==> config.mk <==
export PLATFORM = sky130hd
export DESIGN_NAME = psum_col_collector_flat
export DESIGN_NICKNAME = d
export VERILOG_FILES = /design/src/rtl/psum_col_collector_if.sv /design/src/rtl/psum_col_collector.sv /design/src/flat_wrapper.sv
export SDC_FILE = /design/constraint.sdc
export NUM_CORES = 2
export LEC_CHECK = 0
export BUFFER_PORTS_ARGS = -buffer_cell sky130_fd_sc_hd__buf_2
export CAP_MARGIN = 0
export CORE_AREA = 2 2 361 363
export DETAILED_ROUTE_END_ITERATION = 10
export DIE_AREA = 0 0 363 365
export GPL_ROUTABILITY_DRIVEN = 0
export PLACE_DENSITY = 0.85
export SLEW_MARGIN = 0
export SYNTH_ARGS = -nofsm -noshare
export SYNTH_HDL_FRONTEND = slang
export SYNTH_SLANG_ARGS = --single-unit
==> constraint.sdc <==
create_clock -name clk -period 6.05 [get_ports clk]
set_input_delay 0 -clock clk [delete_from_list [all_inputs] [get_ports clk]]
set_output_delay 0 -clock clk [all_outputs]
set_load 0.02 [all_outputs]
==> src/rtl/psum_col_collector_if.sv <==
// Row-collector bus: skewed psum writes in, aligned FWFT row and status flags out.
// master = array/reader side, slave = collector.
interface psum_col_collector_if #(
    parameter int unsigned psum_bw = 16,
    parameter int unsigned col     = 8
);
    logic [psum_bw*col-1:0] in_s;
    logic [col-1:0]         valid_in;
    logic                   rd;
    logic [psum_bw*col-1:0] out;
    logic                   o_valid;
    logic                   o_full;
    logic [col-1:0]         o_overflow;

    modport master (
        output in_s, valid_in, rd,
        input  out, o_valid, o_full, o_overflow
    );

    modport slave (
        input  in_s, valid_in, rd,
        output out, o_valid, o_full, o_overflow
    );
endinterface

==> src/rtl/psum_col_collector.sv <==
// South-side psum collector: one FWFT FIFO per column de-skews the array outputs into rows.
// Optional macro PSUM_RELU_EN clamps negative output slices to zero.
module psum_col_collector #(
    parameter int unsigned psum_bw = 16,
    parameter int unsigned col     = 8,
    parameter int unsigned depth   = 16
) (
    input logic                clk,
    input logic                reset,
    psum_col_collector_if.slave bus
);
    localparam int unsigned AW = $clog2(depth);
    typedef logic [AW:0] cnt_t;
    localparam cnt_t CntFull = cnt_t'(depth);

    logic [psum_bw-1:0] r_mem  [col][depth];
    logic [AW-1:0]      r_wptr [col];
    logic [AW-1:0]      r_rptr [col];
    cnt_t               r_cnt  [col];
    logic [col-1:0]     r_ovf;

    logic               w_pop;
    logic [col-1:0]     w_nonempty;
    logic [col-1:0]     w_full;
    logic [col-1:0]     w_wr;
    logic [col-1:0]     w_drop;
    logic [psum_bw-1:0] w_head [col];

    always_comb begin
        w_nonempty = '0;
        w_full     = '0;
        for (int c = 0; c < col; c++) begin
            w_nonempty[c] = (r_cnt[c] != '0);
            w_full[c]     = (r_cnt[c] == CntFull);
        end
    end

    assign bus.o_valid    = &w_nonempty;
    assign bus.o_full     = |w_full;
    assign bus.o_overflow = r_ovf;
    assign w_pop          = bus.rd & bus.o_valid;

    // A pop frees a slot in every column, so a full column can still accept that cycle.
    always_comb begin
        w_wr   = '0;
        w_drop = '0;
        for (int c = 0; c < col; c++) begin
            w_wr[c]   = bus.valid_in[c] & (~w_full[c] | w_pop);
            w_drop[c] = bus.valid_in[c] & w_full[c] & ~w_pop;
        end
    end

    always_ff @(posedge clk or negedge reset) begin
        if (!reset) begin
            for (int c = 0; c < col; c++) begin
                r_wptr[c] <= '0;
                r_rptr[c] <= '0;
                r_cnt[c]  <= '0;
            end
            r_ovf <= '0;
        end else begin
            for (int c = 0; c < col; c++) begin
                if (w_wr[c]) r_wptr[c] <= r_wptr[c] + 1'b1;
                if (w_pop)   r_rptr[c] <= r_rptr[c] + 1'b1;
                if (w_wr[c] && !w_pop) begin
                    r_cnt[c] <= r_cnt[c] + 1'b1;
                end else if (!w_wr[c] && w_pop) begin
                    r_cnt[c] <= r_cnt[c] - 1'b1;
                end
            end
            r_ovf <= r_ovf | w_drop;
        end
    end

    always_ff @(posedge clk) begin
        for (int c = 0; c < col; c++) begin
            if (w_wr[c]) r_mem[c][r_wptr[c]] <= bus.in_s[c*psum_bw +: psum_bw];
        end
    end

    always_comb begin
        for (int c = 0; c < col; c++) begin
            w_head[c] = r_mem[c][r_rptr[c]];
`ifdef PSUM_RELU_EN
            if (w_head[c][psum_bw-1]) w_head[c] = '0;
`endif
        end
    end

    always_comb begin
        bus.out = '0;
        if (bus.o_valid) begin
            for (int c = 0; c < col; c++) begin
                bus.out[c*psum_bw +: psum_bw] = w_head[c];
            end
        end
    end
endmodule

==> src/flat_wrapper.sv <==
// flat-port wrapper written by rule: the top's interface ports become plain ports
module psum_col_collector_flat 
#(
    parameter int unsigned psum_bw = 16,
    parameter int unsigned col     = 8,
    parameter int unsigned depth   = 16
)
  (clk, reset, bus_in_s, bus_valid_in, bus_rd, bus_out, bus_o_valid, bus_o_full, bus_o_overflow);
  psum_col_collector_if #(.psum_bw(psum_bw), .col(col)) bus_i ();
  input logic clk;
  input logic reset;
  input wire logic [$bits(bus_i.in_s)-1:0] bus_in_s;
  input wire logic [$bits(bus_i.valid_in)-1:0] bus_valid_in;
  input wire logic [$bits(bus_i.rd)-1:0] bus_rd;
  output wire logic [$bits(bus_i.out)-1:0] bus_out;
  output wire logic [$bits(bus_i.o_valid)-1:0] bus_o_valid;
  output wire logic [$bits(bus_i.o_full)-1:0] bus_o_full;
  output wire logic [$bits(bus_i.o_overflow)-1:0] bus_o_overflow;
  assign bus_i.in_s = bus_in_s;
  assign bus_i.valid_in = bus_valid_in;
  assign bus_i.rd = bus_rd;
  assign bus_out = bus_i.out;
  assign bus_o_valid = bus_i.o_valid;
  assign bus_o_full = bus_i.o_full;
  assign bus_o_overflow = bus_i.o_overflow;
  psum_col_collector #(.psum_bw(psum_bw), .col(col), .depth(depth)) u_core (.clk(clk), .reset(reset), .bus(bus_i));
endmodule
## Word-level counts from Yosys, hierarchy flattened

Memory sizes are Yosys's and may differ from the RTL's.
Index checks and enable logic that the tools add are counted.

| word-level totals | value |
|---|---|
| memories | 1 |
| RAM bits | 2048 |
| flip-flop bits (word level) | 112 |
| memory bits (read-only) | 0 |
| latch bits | 0 |
| output and inout bits | 138 |
| input bits | 139 |
| word-level logic and storage cells | 273 |

| operators by class | value |
|---|---|
| reduce and logical (&&, ||, !) cells | 51 |
| mux-type cells | 73 |
| shifts and indexed selects | 0 |
| multiply operators | 0 |
| div/mod/pow operators | 0 |
| order comparisons | 24 |
| bitwise gates (word level) | 59 |
| add/subtract/negate cells | 32 |
| equality and inequality tests | 8 |

Memories:

| memory | depth | width | read ports | clocked after Yosys merged registers in | wr ports | line | RTL |
|---|---|---|---|---|---|---|---|
| u_core.r_mem | 8 | 256 | 8 | 0 | 8 | psum_col_collector.sv:16 | `logic [psum_bw-1:0] r_mem [col][depth];` |

Operators by type and width:

| kind | count |
|---|---|
| 2-to-1 mux 256 bit | 8 |
| binary-select mux 16 bit (select 4 bit) | 8 |
| demux 16 bit (select 4 bit) | 8 |
| 2-to-1 mux 16 bit | 24 |
| 2-to-1 mux 128 bit | 1 |
| >= comparator 5 bit, second input constant | 16 |
| 2-to-1 mux 5 bit | 16 |
| NOT 4 -> 5 bit | 16 |
| adder 4 x 1 -> 4 bit, second input constant | 16 |
| adder 5 x 1 -> 5 bit, second input constant | 8 |
| == test 5 bit, second input constant | 8 |
| less-than comparator 5 x 1 -> 1 bit, second input constant | 8 |
| nonzero test 5 bit | 8 |
| subtractor 5 x 1 -> 5 bit, second input constant | 8 |
| bitwise AND 1 bit | 25 |
| logical AND 1 bit | 24 |
| nonzero test 2 bit | 8 |
| logical NOT 1 bit | 9 |
| NOT 1 bit | 9 |
| 2-to-1 mux 1 bit | 8 |
| OR 1 bit | 8 |
| OR 8 bit | 1 |
| AND reduction 8 bit | 1 |
| OR reduction 8 bit | 1 |

## Logic depth before layout (Yosys ltp)

| logic depth | value |
|---|---|
| depth after elaboration | 9 |
| gate-level depth with buffers | 17 |
| mapped depth without buffers | 14 |

## Least setup slack after synthesis

Ideal clock, no wire load.

| timing | value |
|---|---|
| path kind | reg2reg |
| start | register u_core.r_cnt[25] in the netlist's numbering |
| end | memory u_core.r_mem[1][592] in the netlist's numbering (enable) |
| slack | 2.124 ns |
| arrival | 3.489 ns |
| path buffers | 2 |
| library setup time | 0.436 ns |
| clock period less this slack | 3.926 ns |
| data required time | 5.614 ns |
| cell stages (with the launch flop) | 9 |
| cell sequence | dfrtp_1 -> nor4_1 -> a22o_1 -> or4_1 -> buf_4 -> clkinv_4 -> buf_12 -> a21oi_4 -> nor4b_1 |

RTL lines:

| item | line | RTL |
|---|---|---|
| from (decl) | psum_col_collector.sv:19 | `cnt_t r_cnt [col];` |
| from (signal, indexed assignment) | psum_col_collector.sv:66 | `r_cnt[c] <= r_cnt[c] + 1'b1;` |
| from (signal, indexed assignment) | psum_col_collector.sv:68 | `r_cnt[c] <= r_cnt[c] - 1'b1;` |
| to (decl) | psum_col_collector.sv:16 |  |

## Worst setup path in the final report

| timing | value |
|---|---|
| start | register u_core.r_cnt[30] in the netlist's numbering |
| end | register u_core.r_cnt[19] in the netlist's numbering |

| on the way | value |
|---|---|
| word-level cells in the longest chain between the ends | 8 |
| elaborated cells on any way between the ends | 11 |
| classes of those cells | mux (1); bitwise (3); reduce/logical (7) |

Ends and longest elaborated chain:

| item | line | RTL |
|---|---|---|
| nonzero test 5 bit (*) | psum_col_collector.sv:33 | `w_nonempty[c] = (r_cnt[c] != '0);` |
| AND reduction 8 bit (*) | psum_col_collector.sv:38 | `assign bus.o_valid = &w_nonempty;` |
| bitwise AND 1 bit (*) | psum_col_collector.sv:41 | `assign w_pop = bus.rd & bus.o_valid;` |
| OR 1 bit (*) | psum_col_collector.sv:48 | `w_wr[c] = bus.valid_in[c] & (~w_full[c] \| w_pop);` |
| bitwise AND 1 bit (*) | psum_col_collector.sv:48 |  |
| named net u_core.w_wr[4] | psum_col_collector.sv:25 | `logic [col-1:0] w_wr;` |
| logical NOT 1 bit | psum_col_collector.sv:67 | `end else if (!w_wr[c] && w_pop) begin` |
| logical AND 1 bit | psum_col_collector.sv:67 |  |
| nonzero test 2 bit (no line) | - |  |

Mark *: on every way through the listed nets, which the timed path passes. The rest lies on a longest branch.
A chain may end at the register's enable or synchronous reset.

==> results.yml <==
status:
  outcome: "complete, no violations"
power:
  total_power_mw: 49.65
  internal_power_mw: 32.80
  clockPowerShare: 0.257
  p_leak_nw: 32.27
  seq_power_share: 0.407
  p_switching_mw: 16.85
  power_density_nw_per_um2: 505.6
  p_sw_frac: 0.3394
  irDropWorstVdd_v: 0.0005704
  comb_power_share: 0.336
timing:
  setup_tns_ns: 0
  rsz0062_at_grt: "false"
  setup_violations: 0
  post-route-period-util: 0.7590
  worst_pin_slew_ns: 1.305
  hold_violations: 0
  relSlewSlack: 0.1298
  drv_slew: 0
  period_minus_slack_ns: 4.592
  fin_worst_skew_ns: 0.03679
  max_freq_ghz: 0.2178
drt:
  num_vias: 44480
  wl_per_cell_um: 33.17
  met3_length_mm: 19.82
  wl_met1_mm: 73.55
  ant_nets: 0
  wl_mm: 211.2
  drtIter0Drc: 5766
  wl_met2_mm: 109.8
  firstDrtPassIters: 5
  avgViaCountPerCell: 6.985
  top_layer: "met5"
  route.detailed.drc: 0
min_path:
  hold_path_class: "input pin to flip-flop"
worst_setup_path:
  required_ns: 6.79
  cp.arrival_ns: 5.33
  start_kind: "flip-flop"
  critPathCaptureType: "flip-flop"
  critPathMaxFanout: 47
  crit_type: "flip-flop to flip-flop"
layout:
  seq_area_um2: 64340
  drive_gt1_frac: 0.3193
  multi_input_area_um2: 20870
  area_growth_pct: 14.61
  fillers: 6340
  fin_nets: 4739
synthesis:
  ys.flop_type: "edfxtp_1"
  synth_cell_types: 60
  yosysSeqAreaShare: 0.7505
  synthTopCellsByArea: "edfxtp_1 (72%), mux4_2 (16%), dfrtp_1 (3.3%), ha_1 (1.1%), and2_1 (0.87%)"
  ys_warn_count: 0
  yosysTopAreaCellShare: 0.7178
  synth_edf_count: 2048
  synth_most_common_cell: "edfxtp_1"
  netlist_instances: 3963
  yosysTopAreaCell: "edfxtp_1"
  synth_fp_nets: 4184
  synth_area_um2: 85680
  synthTopCellsByCount: "edfxtp_1 (2048), mux4_2 (592), clkbuf_1 (134), and2_1 (119), dfrtp_1 (112)"
  ys_ff_latch: 2160
  async_flop_share: 0.05185
  syn_area_per_cell_um2: 21.62
clock_network:
  cts.reportedPaths.clkPinSlew_ns: 0.06
  numCtsBuffers: 202
  h-tree-depth: 4
  cts-root-buf: "clkbuf_16"
  clock_latency_ns: 0.84
  cts.sinks: 2160
  cts.path.max_buffers: 3
  cts_tree: "done"
die:
  dieArea_um2: 132500
  fp-row-count: 132
  start_util: 0.6659
  die_y_um: 365
  io_pins: 277
  design.core.area_um2: 128700
  die_w_um: 363
placement:
  port_buffers: 276
  dp_hpwl_mm: 106.6
job:
  drv_cap: 0
grt:
  track_usage: 0.3225
  grt_max_degree: 79
  grt_pass1_wl_mm: 307.1
  grt_pass1_vias: 45690
  overflow: 0
  antenna_found_initial: 16
-- cell families (layout without fill, tap and decap cells) --
family | count (synthesis) | after routing | synth area share
adders and majority gates | 82 | 82 | 0.01268
DFF | 2160 | 2160 | 0.7505
and+or+nand+nor | 508 | 508 | 0.03455
buffers and inverters | 289 | 1011 | 0.01431
other | 0 | 7 | 0
xor gates and xnor gates | 61 | 61 | 0.006236
muxes | 669 | 669 | 0.1648
AOI/OAI and AO/OA | 194 | 194 | 0.01693
-- power by group through the flow --
stage	clock network, mW	logic (mW)	registers (mW)
after floorplan	0	12.3	18.9
after global placement	0	15.7	20.2
after detailed placement	0	16.1	20.4
after CTS	12.8	16.6	20.2
after global routing	13.3	17.5	20.4
final	12.7	16.7	20.2
-- sequential cells by signal, summed over array words and instances, names as in the netlist --
name,cells
u_core.r_mem,2048
u_core.r_cnt,40
u_core.r_rptr,32
u_core.r_wptr,32
u_core.bus.o_overflow,8
-- final cells by class --
type,count,share of cell area
repair buffers,581,0.04122
clock buffers,247,0.05407
diodes,7,0.0001784
clock inverters,124,0.01315
well taps,1675,0.02134
flip-flops and latches,2160,0.6552
inverters,59,0.002306
multi-input cells,1514,0.2125
-- cells in the final DEF (no fill, tap or decap), drive strengths merged, types with 11 or more instances in the layout --
master       count
edfxtp        2048
mux4           592
buf            442
clkbuf         247
dlygate4sd3    139
and2           119
dfrtp          112
nand2          107
clkinv          93
ha              74
mux2i           64
inv             63
nor3            61
nor4b           56
nand3           45
xnor2           45
o221ai          36
nor4            33
nor2            24
a21oi           24
o21ai           23
bufinv          22
a211oi          21
o211ai          21
a21o            19
nor3b           18
o22ai           16
xor2            16
mux2            13
nand4           11
-- what timing repair did --
item,4_1_cts,5_1_grt
setup endpoints to repair,0,0
hold endpoints to repair,2565,0
buffers inserted,0,0
gates resized for setup,0,0
hold buffers,140,0
-- per-stage QoR --
step           hold WS (ns)  utilization  area (um^2)  setup WS, ns  cells
5_1_grt             0.07840       0.7632        98190         1.117   6366
6_report            0.09345       0.7632        98190         1.458   6367
4_1_cts             0.01794       0.7631        98180         1.466   6360
3_3_place_gp        0.05744       0.7007        90160         1.628   5849
2_1_floorplan       -0.2956            -        85680         2.124   3963
3_5_place_dp        0.06164       0.7007        90160         1.528   5849
-- layer usage --
metal | up-vias | global-route usage
li1 | 17690 | -
met2 | 3079 | 0.5425
met5 | - | 0
met1 | 23170 | 0.4250
met4 | 16 | 0.1251
met3 | 517 | 0.06225
-- path summary, 6_finish.rpt --
kind,depth (start not counted),start,end,slack (ns)
min in group asynchronous,4,reset,u_core.r_rptr[14],0.36
worst max-delay path,14,u_core.r_cnt[30],u_core.r_cnt[19],1.46
worst max register to register,14,u_core.r_cnt[30],u_core.r_cnt[19],1.46
worst min-delay path,2,bus_in_s[93],u_core.r_mem[1][333],0.09
max in group asynchronous,4,reset,u_core.r_rptr[24],4.96
worst min register to register,1,u_core.bus.o_overflow[2],u_core.bus.o_overflow[2],0.47
-- worst max-delay path, stage by stage, from the launching register on --
cell and delay [ns]:
dfrtp_1 0.43, nor4_1 0.55, a22o_1 0.26, or4_4 0.16, clkinv_4 0.44, a21oi_4 0.86
nor2_1 0.12, ha_1 0.29, inv_1 0.15, ha_1 0.28, nor2b_1 0.15, o21a_1 0.17
or3_1 0.31, a21oi_1 0.20, xnor2_1 0.14
Power figures use the tool's default switching activity.
